File: config.mk
export PLATFORM = sky130hd
export DESIGN_NAME = req_onehot_arbiter
export DESIGN_NICKNAME = d
export VERILOG_FILES = /design/src/rtl/arb_pkg.sv /design/src/rtl/onehot_rr_pick.sv /design/src/rtl/req_onehot_arbiter.sv
export SDC_FILE = /design/constraint.sdc
export NUM_CORES = 1
export LEC_CHECK = 0
export ABC_AREA = 1
export CORE_MARGIN = 2
export CORE_UTILIZATION = 52
export CTS_CLUSTER_DIAMETER = 120
export DETAILED_ROUTE_END_ITERATION = 10
export PLACE_DENSITY = 0.8
export SLEW_MARGIN = 20
export SYNTH_ARGS = -nofsm -noshare
export SYNTH_HDL_FRONTEND = slang
export SYNTH_SLANG_ARGS = --single-unit
export TNS_END_PERCENT = 1
File: constraint.sdc
create_clock -name clk -period 4.1 [get_ports clk]
set_clock_uncertainty 0.15 [all_clocks]
set_input_delay 1.23 -clock clk [delete_from_list [all_inputs] [get_ports clk]]
set_output_delay 1.23 -clock clk [all_outputs]
set_load 0.1 [all_outputs]
File: src/rtl/arb_pkg.sv
// Shared types and sizes for the request arbiter in front of the 8-to-3 one-hot encoder.
// Latency: n/a (declarations only).
// Backpressure: n/a.
package arb_pkg;

    localparam int N_REQ = 8;
    localparam int IDX_W = $clog2(N_REQ);

    typedef enum logic {IDLE, GRANT} arb_state_t;

    typedef logic [N_REQ-1:0] req_vec_t;

endpackage

File: src/rtl/onehot_rr_pick.sv
// Round-robin picker: first eligible bit searching downward from ptr, wrapping N_REQ-1 after 0.
// Latency: purely combinational.
// Backpressure: none; the caller decides when to register the pick.
//
// Ports:
//   eligible  candidate request bits
//   ptr       index searched first
//   pick      one-hot winner (all-zero when nothing is eligible)
//   idx       index of the winner (don't-care when any=0)
//   any       at least one eligible bit
module onehot_rr_pick #(
    parameter int N_REQ = 8,
    parameter int IDX_W = $clog2(N_REQ)
) (
    input  logic [N_REQ-1:0] eligible,
    input  logic [IDX_W-1:0] ptr,
    output logic [N_REQ-1:0] pick,
    output logic [IDX_W-1:0] idx,
    output logic             any
);

    logic [N_REQ-1:0] rot;
    logic [IDX_W-1:0] hit;

    always_comb begin
        rot  = '0;
        hit  = '0;
        any  = 1'b0;
        pick = '0;
        // Rotate so the bit at ptr lands on the MSB; the search order
        // ptr, ptr-1, ... then becomes a plain highest-bit-first scan.
        for (int i = 0; i < N_REQ; i++) begin
            rot[i] = eligible[IDX_W'((i + int'(ptr) + 1) % N_REQ)];
        end
        // Ascending scan: the last hit is the highest set bit.
        for (int i = 0; i < N_REQ; i++) begin
            if (rot[i]) begin
                hit = IDX_W'(i);
                any = 1'b1;
            end
        end
        // Rotate the index back into the original bit numbering.
        idx = IDX_W'((int'(hit) + int'(ptr) + 1) % N_REQ);
        if (any) begin
            pick[idx] = 1'b1;
        end
    end

endmodule

File: src/rtl/req_onehot_arbiter.sv
// Edge-captured request arbiter driving a registered one-hot grant into the 8-to-3 encoder.
// Latency: req rise at edge k -> pending at k+1 -> grant valid at k+2; >=1 idle cycle after each ack.
// Backpressure: grant is held stable until gnt_ack_i or clr_i; new rises keep accumulating as pending.
//
// Ports:
//   clk, rst      clock and synchronous active-high reset
//   req_i         raw request lines, a 0->1 transition sets the pending bit
//   mask_i        1 = line not eligible for selection (pending still accumulates)
//   clr_i         drop all pending bits and abort any outstanding grant
//   gnt_ack_i     consumer accepts the current grant (ignored while idle)
//   gnt_o         registered one-hot grant, zero when not valid
//   gnt_valid_o   grant present
//   pend_o        pending register
//
// Build option ARB_FIXED_PRIO_EN: pointer frozen at N_REQ-1, i.e. strict
// highest-index-first priority, matching the encoder's code-0 ordering.
module req_onehot_arbiter
    import arb_pkg::*;
(
    input  logic     clk,
    input  logic     rst,
    input  req_vec_t req_i,
    input  req_vec_t mask_i,
    input  logic     clr_i,
    input  logic     gnt_ack_i,
    output req_vec_t gnt_o,
    output logic     gnt_valid_o,
    output req_vec_t pend_o
);

    arb_state_t       state, state_n;
    req_vec_t         req_prev;
    req_vec_t         pend, pend_n;
    req_vec_t         gnt, gnt_n;
    logic             gnt_valid, valid_n;
    logic [IDX_W-1:0] ptr, ptr_n;
    logic [IDX_W-1:0] gnt_idx, idx_n;

    req_vec_t         rise;
    req_vec_t         eligible;
    req_vec_t         pick;
    logic [IDX_W-1:0] pick_idx;
    logic             pick_any;

    assign rise     = req_i & ~req_prev;
    assign eligible = pend & ~mask_i;

    onehot_rr_pick #(
        .N_REQ(N_REQ),
        .IDX_W(IDX_W)
    ) u_pick (
        .eligible(eligible),
        .ptr     (ptr),
        .pick    (pick),
        .idx     (pick_idx),
        .any     (pick_any)
    );

    always_comb begin
        state_n = state;
        gnt_n   = gnt;
        valid_n = gnt_valid;
        ptr_n   = ptr;
        idx_n   = gnt_idx;
        pend_n  = pend;

        case (state)
            IDLE: begin
                if (!clr_i && pick_any) begin
                    gnt_n   = pick;
                    valid_n = 1'b1;
                    idx_n   = pick_idx;
                    state_n = GRANT;
                end
            end
            GRANT: begin
                // clr_i aborts the grant and wins over a same-cycle ack;
                // the pointer only moves on a real acceptance.
                if (clr_i) begin
                    gnt_n   = '0;
                    valid_n = 1'b0;
                    state_n = IDLE;
                end else if (gnt_ack_i) begin
                    gnt_n           = '0;
                    valid_n         = 1'b0;
                    pend_n[gnt_idx] = 1'b0;
`ifndef ARB_FIXED_PRIO_EN
                    ptr_n = (gnt_idx == '0) ? IDX_W'(N_REQ - 1) : gnt_idx - 1'b1;
`endif
                    state_n = IDLE;
                end
            end
            default: state_n = IDLE;
        endcase

        // Applied after the ack clear so a rise on the granted line in the
        // ack cycle survives; clr_i is applied last so it discards rises.
        pend_n = pend_n | rise;
        if (clr_i) begin
            pend_n = '0;
        end
    end

    always_ff @(posedge clk) begin
        if (rst) begin
            state     <= IDLE;
            req_prev  <= '0;
            pend      <= '0;
            gnt       <= '0;
            gnt_valid <= 1'b0;
            ptr       <= IDX_W'(N_REQ - 1);
            gnt_idx   <= '0;
        end else begin
            state     <= state_n;
            req_prev  <= req_i;
            pend      <= pend_n;
            gnt       <= gnt_n;
            gnt_valid <= valid_n;
            ptr       <= ptr_n;
            gnt_idx   <= idx_n;
        end
    end

    assign gnt_o       = gnt;
    assign gnt_valid_o = gnt_valid;
    assign pend_o      = pend;

endmodule
* Yosys cells after proc, flatten, opt, wreduce, memory -nomap -nowiden
Cells that the tools add are included.
** Word-level totals
- Input bits :: 20
- Output and inout port bits :: 17
- Flip-flop bits (word level) :: 32
** Operators by class
- Bitwise logic cells :: 9
- Mux-type cells :: 60
- Reductions and logical operators :: 9
- $lt $le $gt $ge :: 12
- Add/sub/neg operators :: 17
- Equal/unequal tests :: 2
** Operators by type and width (count)
- $mux W8 :: 7
- $lt A3 B5 Y1 const B :: 8
- $mux W1 :: 33
- $add A3 B2 Y3 const B :: 8
- $and A8 B8 Y8 :: 3
- $bmux W1 S3 :: 8
- $not A8 Y8 :: 3
- $pmux W8 S2 :: 1
- $mux W3 :: 5
- $add A3 B3 Y3 const A :: 4
- $lt A3 B4 Y1 const B :: 2
- $or A8 B8 Y8 :: 1
- $add A2 B3 Y3 const A :: 2
- $demux W1 S3 :: 2
- $ge A3 B1 Y1 const B :: 2
- $mux W2 :: 2
- $pmux W1 S2 :: 2
- $reduce_and A2 Y1 :: 2
- $add A3 B1 Y3 const B :: 1
- $add A3 B3 Y3 :: 1
- $logic_and A1 B1 Y1 :: 3
- $logic_not A3 Y1 :: 1
- $ne A3 B3 Y1 const B :: 1
- $reduce_and A3 Y1 :: 1
- other kinds (5) :: 6

* Logic depth before layout (Yosys ltp)
Gate-level depths: netlist (run 1).
- Depth in word-level cells :: 21
- Mapped depth :: 24
- Gate-level depth less buffers :: 23

* Modules after synthesis
Synthesis (run 1) repeated with hierarchy kept, for this count alone.
** Second synthesis, totals
- Cells, all modules :: 316
- Area, all modules :: 2057.0 um^2
** By module, submodules not included
- req_onehot_arbiter :: area an instance 1292.5 um^2, cells an instance 166, times used 1
- onehot_rr_pick :: area an instance 764.5 um^2, cells an instance 150, times used 1

* Least setup slack after synthesis (run 1)
OpenSTA, ideal clock, no wires.
- Kind :: input port to flip-flop
- Start :: input mask_i[0]
- End :: register gnt[6], in the netlist gnt_o[6]
- Stages :: 21
- Path slack :: 0.668 ns
- Path buffers :: 0
- Data arrival time :: 3.211 ns
- Cells stage by stage :: inv_1 -> nand3_1 -> nand3_1 -> nand2_1 -> nand2_1 -> nand2_1 -> nand3_1 -> nand2_1 -> nand2_1 -> nand2_1 -> a21oi_1 -> ha_1 -> inv_1 -> fa_1 -> xor2_1 -> inv_1 -> nand3_1 -> nand2_1 -> nor2_1 -> nand2_1 -> a21oi_1
** On the way
- Longest elaborated chain between the ends :: 21
- Elaborated cells on any way between the ends :: 54
- Those cells by class :: 2 x add/sub; 2 x order compare; 1 x eq/ne; 44 x mux; 2 x bitwise; 3 x reduce/logical
** RTL lines
- start: declaration :: RTL line req_onehot_arbiter.sv:23 : input req_vec_t mask_i,
- $not A8 Y8 * :: RTL line req_onehot_arbiter.sv:46 : assign eligible = pend & ~mask_i;
- $and A8 B8 Y8 * :: RTL line req_onehot_arbiter.sv:46
- $bmux W1 S3 :: RTL line onehot_rr_pick.sv:33 : rot[i] = eligible[IDX_W'((i + int'(ptr) + 1) % N_REQ)];
- $mux W1 (not written as such) (2 in series) :: RTL line onehot_rr_pick.sv:33
- $mux W1 :: RTL line onehot_rr_pick.sv:37 : if (rot[i]) begin
- $mux W2 (2 in series) :: RTL line onehot_rr_pick.sv:37
- $mux W3 (4 in series) :: RTL line onehot_rr_pick.sv:37
- $add A3 B3 Y3 :: RTL line onehot_rr_pick.sv:43 : idx = IDX_W'((int'(hit) + int'(ptr) + 1) % N_REQ);
- $add A3 B2 Y3 :: RTL line onehot_rr_pick.sv:43
- $lt A3 B4 Y1 (not written as such) / $ge A3 B1 Y1 (equally long branches) :: RTL line onehot_rr_pick.sv:45 : pick[idx] = 1'b1;
- $logic_and A1 B1 Y1 (not written as such) :: RTL line onehot_rr_pick.sv:45
- $mux W1 (not written as such) :: RTL line onehot_rr_pick.sv:45
- $demux W1 S3
- $mux W8 :: RTL line onehot_rr_pick.sv:44 : if (any) begin
- $mux W8 :: RTL line req_onehot_arbiter.sv:69 : if (!clr_i && pick_any) begin
- $pmux W8 S2 :: RTL line req_onehot_arbiter.sv:67 : case (state)
- end signal: assignment :: RTL line req_onehot_arbiter.sv:117 : gnt <= gnt_n;
- end: declaration :: RTL line req_onehot_arbiter.sv:34 : req_vec_t gnt, gnt_n;
Mark *: on every way between the ends. The rest lies on a longest branch, timed or not. The select of a mux whose other input is x is not followed.
A chain may end at the register's enable or synchronous reset.

* Final worst setup path (run 1)
- Start :: input mask_i[4]
- End :: register gnt[5], in the netlist gnt_o[5]
Same word-level chain as after synthesis.

==> impl_metrics.py, run 1 <==
metrics = {
    "status": {
        "status": "completed",
    },
    "floorplanning": {
        "die_y_um": 65.7,
        "die_area_um2": 4310,
        "die_w_um": 65.7,
        "core_um2": 3660,
        "start_util": 0.540,
        "std_cell_rows": 22,
        "ios": 37,
    },
    "worst_setup_path": {
        "critical_path_class": "in -> reg",
        "slowest_stage": "clkdlybuf4s50_1",
        "cp_common_cell": "nand2_1",
        "arrival_ns": 3.91,
        "path_max_fanout": 4,
        "crit_family": "simple AND/OR/NAND/NOR gates",
        "slowest_delay_ns": 0.45,
        "rrSetupSlack_ns": 0.73,
        "cp.required_ns": 4.16,
        "path_buf_inv": 4,
        "critical_path.cell_chain": "clkdlybuf4s50_1 -> inv_1 -> nand3_1 -> nand3_1 -> nand2_1 -> nand2_1 -> nand2_1 -> nand2_1 -> nand2_1 -> nand2_1 -> a21oi_1 -> ha_1 -> inv_1 -> fa_1 -> xor2_1 -> inv_1 -> nand3_1 -> nand2_1 -> nor2_2 -> nand2_1 -> a21oi_1",
        "cp-start-kind": "input port",
        "timing.rr.start": "ptr[1]",
        "worst_r2r_path_depth": 23,
        "worstSetupEndpointType": "register",
        "rr_endpoint": "gnt_o[5]",
    },
    "grt": {
        "grt-ovfl-total": 0,
        "use_met1": 0.304,
        "antenna_found_initial": 0,
        "grt.met2_usage": 0.402,
        "grt_start_max_net_pins": 23,
        "grt_usage": 0.237,
        "grt_use_met3": 0.0411,
        "busiest_layer": "met2",
        "grt_first_pass_wirelength_um": 7820,
        "grt_pass1_vias": 1781,
    },
    "layout": {
        "layout_commonest_cell": "nand2_1",
        "area_growth_pct": 24.4,
        "n_fill_cell": 324,
        "diodes": 0,
        "drive_gt1_frac": 0.147,
        "nets": 367,
        "finalCoreUtilization": 0.672,
        "final_cell_mix": "nand2_1 (83), nand3_1 (48), inv_1 (32), dfxtp_1 (32), clkdlybuf4s50_1 (28)",
        "layout.cells.non_filler": 388,
    },
    "logic_synthesis": {
        "synth_area_leaders": "dfxtp_1 (32%), nand2_1 (16%), nand3_1 (12%)",
        "yosys.area.top_type_share": 0.324,
        "ys_types": 25,
        "ys_seq_area_frac": 0.324,
        "synth_cells": 299,
        "ys_ff_latch": 32,
        "ys_warn_count": 0,
        "syn_area_um2": 1980,
        "synth_nets": 326,
        "yosys.area.top_type": "dfxtp_1",
        "avgSynthCellArea_um2": 6.61,
    },
    "clock_network": {
        "clkSlewWorstSetupHoldPaths_ns": 0.06,
        "hold_buffers": 0,
        "cts.path.max_buffers": 2,
        "cts_buffers": 5,
        "cts_tree": "yes",
        "htree_levels": 2,
        "post_cts_buffers": 0,
        "clock-sinks": 32,
        "insertion_delay_ns": 0.28,
        "clockRootBuffer": "clkbuf_8",
    },
    "hold_path": {
        "worstHoldStart": "gnt_o[2]",
        "min_path_type": "reg -> reg",
        "min_path_cells": 2,
        "whs_endpoint": "gnt_o[2]",
    },
    "placement": {
        "dp_hpwl_um": 3640,
        "dp.cells": 381,
        "portBuffers": 36,
        "post-place-ws_ns": -0.0201,
        "place.gp.congestion": 0.907,
    },
    "sta": {
        "tightest_slew_ns": 0.970,
        "min_period_ns": 3.86,
        "hold_violations": 0,
        "timing.hold.ws_ns": 0.335,
        "min_period_over_period": 0.941,
        "finalSetupViolations": 0,
        "max_freq_mhz": 259,
        "setup_ws_ns": 0.242,
        "slew_headroom": 0.351,
        "rsz0062_at_grt": "no",
        "finalMaxSlewViolations": 0,
    },
    "power_and_ir_drop": {
        "total_power_uw": 1000,
        "leakagePower_uw": 0.00118,
        "p_per_area_nw_per_um2": 407,
        "ir_worst_vdd_v": 0.000377,
    },
    "flow_run": {
        "cap_violations": 0,
    },
    "drt": {
        "drc": 0,
        "postRouteAntennaNets": 0,
        "firstDrtPassIters": 4,
        "drt-initial-drc-count": 126,
        "vias": 2016,
        "routedWlPerCell_um": 12.2,
        "vias_per_cell": 5.20,
        "drt-total-wl_um": 4740,
    },
}
-- through the flow --
step / cell area (um^2) / TNS (ns)
6_report: 2460 / 0
5_1_grt: 2460 / 0
4_1_cts: 2460 / 0
3_5_place_dp: 2360 / -0.0486
3_3_place_gp: 2360 / 0
2_1_floorplan: 1980 / 0
-- layout make-up --
type / instances / area [um^2] / area share
Multi-Input combinational cell: 224 / 1150 / 0.467
Sequential cell: 32 / 641 / 0.260
Timing Repair Buffer: 41 / 378 / 0.154
Inverter: 36 / 135 / 0.0549
Clock buffer: 7 / 96.3 / 0.0392
Tap cell: 48 / 60.1 / 0.0244
-- logic make-up after synthesis --
family          count (synthesis)  synth area share
simple gates                  175             0.415
compound gates                 39             0.100
fa+ha+maj                       7            0.0481
buf+inv                        43            0.0956
flops                          32             0.324
xor+xnor                        3            0.0171
-- what timing repair did --
item | CTS | global route
setup endpoints to repair | 0 | 1
gates resized for setup | 0 | 1
endpoints found under the hold margin | 0 | 0
-- how the worst max path moves through the flow --
stage,startpoint,end,cells after the start
6_report,mask_i[4],gnt_o[5],21
4_1_cts,mask_i[0],gnt_o[5],22
3_5_place_dp,mask_i[0],gnt_o[5],22
2_1_floorplan,mask_i[0],gnt_o[6],21
3_3_place_gp,mask_i[4],gnt_o[2],20
5_1_grt,mask_i[4],gnt_o[5],21
-- power by group --
group	internal (uW)	switching [uW]
Sequential	339	19.7
Combinational	120	269
Clock	149	105
-- state kept, by name, indices dropped and copies added (netlist names) --
signal / cells
ptr: 3
gnt_valid_o: 1
gnt_o: 8
state: 1
req_prev: 8
pend_o: 8
gnt_idx: 3
-- cell usage after synthesis --
| library cell | count |
|---|---|
| nand3_1 | 48 |
| o211ai_1 | 1 |
| inv_2 | 4 |
| nand2_1 | 83 |
| buf_2 | 1 |
| dfxtp_1 | 32 |
| buf_4 | 1 |
| ha_1 | 6 |
| nor3_1 | 1 |
| nand2_2 | 2 |
| a21oi_1 | 25 |
| clkbuf_1 | 2 |
| buf_6 | 3 |
| nand2_4 | 1 |
| nor2_2 | 3 |
| fa_1 | 1 |
| xnor2_1 | 1 |
| nand3_2 | 10 |
| nor2_1 | 19 |
| xnor2_2 | 1 |
| xor2_1 | 1 |
| o21ai_1 | 1 |
| o21ai_0 | 12 |
| inv_1 | 32 |
| or2_2 | 8 |
-- metal layers --
metal | wire length, um | share of wire | up-vias
met1 | 2240 | 0.47 | 923
met3 | 153 | 0.032 | 7
met5 | 0 | 0 | -
met2 | 2290 | 0.48 | 45
li1 | - | - | 1041
met4 | 55 | 0.012 | 0
-- worst min-delay path, stage by stage, from the launching register on --
cell and delay [ns]:
dfxtp_1 0.31, nand3_1 0.07, a21oi_1 0.06
(Power assumes the default switching activity.)
==> inputs of run 2 (changes only) <==
--- a/config.mk
+++ b/config.mk
@@ -11,6 +11,7 @@
 export CTS_CLUSTER_DIAMETER = 120
 export DETAILED_ROUTE_END_ITERATION = 10
 export PLACE_DENSITY = 0.8
+export SKIP_CTS_REPAIR_TIMING = 1
 export SLEW_MARGIN = 20
 export SYNTH_ARGS = -nofsm -noshare
 export SYNTH_HDL_FRONTEND = slang
==> results of run 2 <==
The final DEF is identical to that of run 1; final timing and power are the same.
==> inputs of run 3 (changes only) <==
--- a/config.mk
+++ b/config.mk
@@ -5,12 +5,11 @@
 export SDC_FILE = /design/constraint.sdc
 export NUM_CORES = 1
 export LEC_CHECK = 0
-export ABC_AREA = 1
 export CORE_MARGIN = 2
 export CORE_UTILIZATION = 52
 export CTS_CLUSTER_DIAMETER = 120
 export DETAILED_ROUTE_END_ITERATION = 10
-export PLACE_DENSITY = 0.8
+export PLACE_DENSITY = 0.79
 export SKIP_CTS_REPAIR_TIMING = 1
 export SLEW_MARGIN = 20
 export SYNTH_ARGS = -nofsm -noshare
==> impl_metrics.py, run 3 <==
metrics = {
    "logic_synthesis": {
        "ys.flop_type": "dfxtp_1",
        "syn_area_um2": 2060,
        "synth.top_cells.by_count": "dfxtp_1 (32), nand2_1 (21), nor2b_1 (16)",
        "yosys.area.top_type": "dfxtp_1",
        "avgSynthCellArea_um2": 9.39,
        "synthArstFlopShare": 0,
        "synth_edf_count": 0,
        "ys_warn_count": 0,
        "synth_area_leaders": "dfxtp_1 (31%), mux4_2 (8.8%), mux2i_1 (4.9%)",
        "yosys.area.top_type_share": 0.312,
        "ys_ff_latch": 32,
        "ys_types": 49,
        "ys_seq_area_frac": 0.312,
        "synth_cells": 219,
        "yosysMostFrequentCell": "dfxtp_1",
        "synth_nets": 246,
    },
    "layout": {
        "regArea_um2": 641,
        "final_cell_mix": "buf_4 (41), dfxtp_1 (32), nand2_1 (21), clkdlybuf4s50_1 (14)",
        "area_growth_pct": 35.8,
        "nets": 305,
        "n_fill_cell": 302,
        "layout_commonest_cell": "buf_4",
        "drive_gt1_frac": 0.323,
        "diodes": 0,
        "multi_input_area_um2": 1390,
        "layout.cells.non_filler": 327,
    },
    "drt": {
        "postRouteAntennaNets": 0,
        "vias_per_cell": 5.93,
        "firstDrtPassIters": 4,
        "met3_length_um": 212,
        "drt-initial-drc-count": 112,
        "routedWlPerCell_um": 16.2,
        "wl_met2_um": 2590,
        "drt-total-wl_um": 5280,
        "drc": 0,
        "wl_met1_um": 2380,
        "vias": 1940,
        "top_layer": "met4",
    },
    "floorplanning": {
        "die_area_um2": 4470,
        "core_um2": 3740,
        "std_cell_rows": 22,
        "die_w_um": 66.9,
        "ios": 37,
        "start_util": 0.549,
        "die_y_um": 66.9,
    },
    "placement": {
        "portBuffers": 36,
        "post-place-ws_ns": -0.508,
        "dp_hpwl_um": 3750,
        "dp.cells": 315,
        "place.gp.congestion": 0.863,
    },
    "worst_setup_path": {
        "crit_family": "compound AO/OA/AOI/OAI gates",
        "arrival_ns": 4.00,
        "slowest_stage": "mux4_2",
        "critical_path_class": "in -> reg",
        "critical_path.cell_chain": "dlymetal6s2s_1 -> nor2b_2 -> mux2i_2 -> mux4_2 -> a21boi_2 -> o21ai_0 -> a21oi_1 -> ha_2 -> inv_1 -> fa_2 -> xor2_2 -> a41oi_2 -> buf_4 -> a32oi_1 -> o221ai_1",
        "timing.rr.start": "ptr[0]",
        "cp.required_ns": 4.16,
        "worstSetupEndpointType": "register",
        "slowest_delay_ns": 0.50,
        "startpoint": "mask_i[5]",
        "path_buf_inv": 3,
        "cp-start-kind": "input port",
        "path_max_fanout": 3,
    },
    "grt": {
        "grt-ovfl-total": 0,
        "grt_pass1_vias": 1884,
        "antenna_found_initial": 0,
        "grt_first_pass_wirelength_um": 8540,
        "grt_usage": 0.253,
        "grt_start_max_net_pins": 19,
    },
    "clock_network": {
        "cts.path.max_buffers": 2,
        "clock-sinks": 32,
        "cts_buffers": 5,
        "clkSlewWorstSetupHoldPaths_ns": 0.07,
        "cts_tree": "yes",
        "clockRootBuffer": "clkbuf_8",
        "insertion_delay_ns": 0.28,
        "htree_levels": 2,
    },
    "sta": {
        "timing.hold.ws_ns": 0.327,
        "finalSetupViolations": 0,
        "max_freq_mhz": 254,
        "finalMaxSlewViolations": 0,
        "setup_ws_ns": 0.157,
        "min_period_ns": 3.94,
        "hold_violations": 0,
        "min_period_over_period": 0.962,
        "slew_headroom": 0.357,
        "tightest_slew_ns": 0.961,
    },
    "power_and_ir_drop": {
        "ir_worst_vdd_v": 0.000299,
        "p_per_area_nw_per_um2": 303,
        "leakagePower_uw": 0.00115,
        "total_power_uw": 846,
    },
    "flow_run": {
        "cap_violations": 0,
    },
    "hold_path": {
        "min_path_type": "reg -> reg",
        "worstHoldStart": "gnt_valid_o",
    },
    "status": {
        "status": "completed",
    },
}
-- run 3: area by class of cell --
cell class,instances,share of cell area
multi-input cells,166,0.499
flip-flops and latches,32,0.229
repair buffers,63,0.196
clock buffers,5,0.0246
well taps,48,0.0215
clock inverters,3,0.0152
inverters,10,0.0143
-- run 3: worst reg2reg max path, cell delays in order (launching register included) --
cell	delay, ns
dfxtp_1	0.37
inv_4	0.08
ha_1	0.44
inv_1	0.21
mux4_2	0.55
a21boi_2	0.14
o21ai_0	0.07
a21oi_1	0.15
ha_2	0.18
inv_1	0.05
fa_2	0.43
xor2_2	0.18
a41oi_2	0.21
buf_4	0.17
a32oi_1	0.10
o221ai_1	0.16
-- run 3: routing by layer --
| layer | global-route usage | vias to the layer above |
|---|---|---|
| met3 | 0.0541 | 10 |
| met1 | 0.327 | 952 |
| met5 | 0 | - |
| met2 | 0.409 | 54 |
| li1 | - | 924 |
| met4 | 0.102 | 0 |
-- run 3: path summary, 6_finish.rpt --
path	endpoint	slack (ns)	cells past startpoint
hold / removal	gnt_valid_o	0.33	2
setup / recovery	gnt_o[1]	0.16	15
setup reg to reg	gnt_o[1]	0.40	15
hold reg to reg	gnt_valid_o	0.33	2
-- run 3: cell families (layout without fill, tap and decap cells) --
group | count (synthesis) | count (layout) | share of synthesized area
muxes | 21 | 21 | 0.154
DFF | 32 | 32 | 0.312
adders and majority gates | 7 | 7 | 0.0463
xor gates and xnor gates | 5 | 5 | 0.0250
and+or+nand+nor | 87 | 87 | 0.253
buffers and inverters | 21 | 81 | 0.0548
AOI/OAI and AO/OA | 46 | 46 | 0.156
-- run 3: per-stage QoR --
| stage | util | cell area (um^2) | setup TNS (ns) |
|---|---|---|---|
| 3_3_place_gp | 0.679 | 2540 | -3.65 |
| 6_report | 0.746 | 2790 | 0 |
| 4_1_cts | 0.709 | 2650 | -1.47 |
| 5_1_grt | 0.746 | 2790 | -0.00516 |
| 3_5_place_dp | 0.679 | 2540 | -4.19 |
| 2_1_floorplan | - | 2060 | 0 |
-- run 3: report_power, final --
part / switching (uW) / leakage, uW / total, uW / internal (uW)
sequential: 11.7 / 0.000262 / 338 / 326
combinational: 129 / 0.000836 / 207 / 77.5
clock: 121 / 0.0000541 / 301 / 180
total: 263 / 0.00115 / 846 / 583
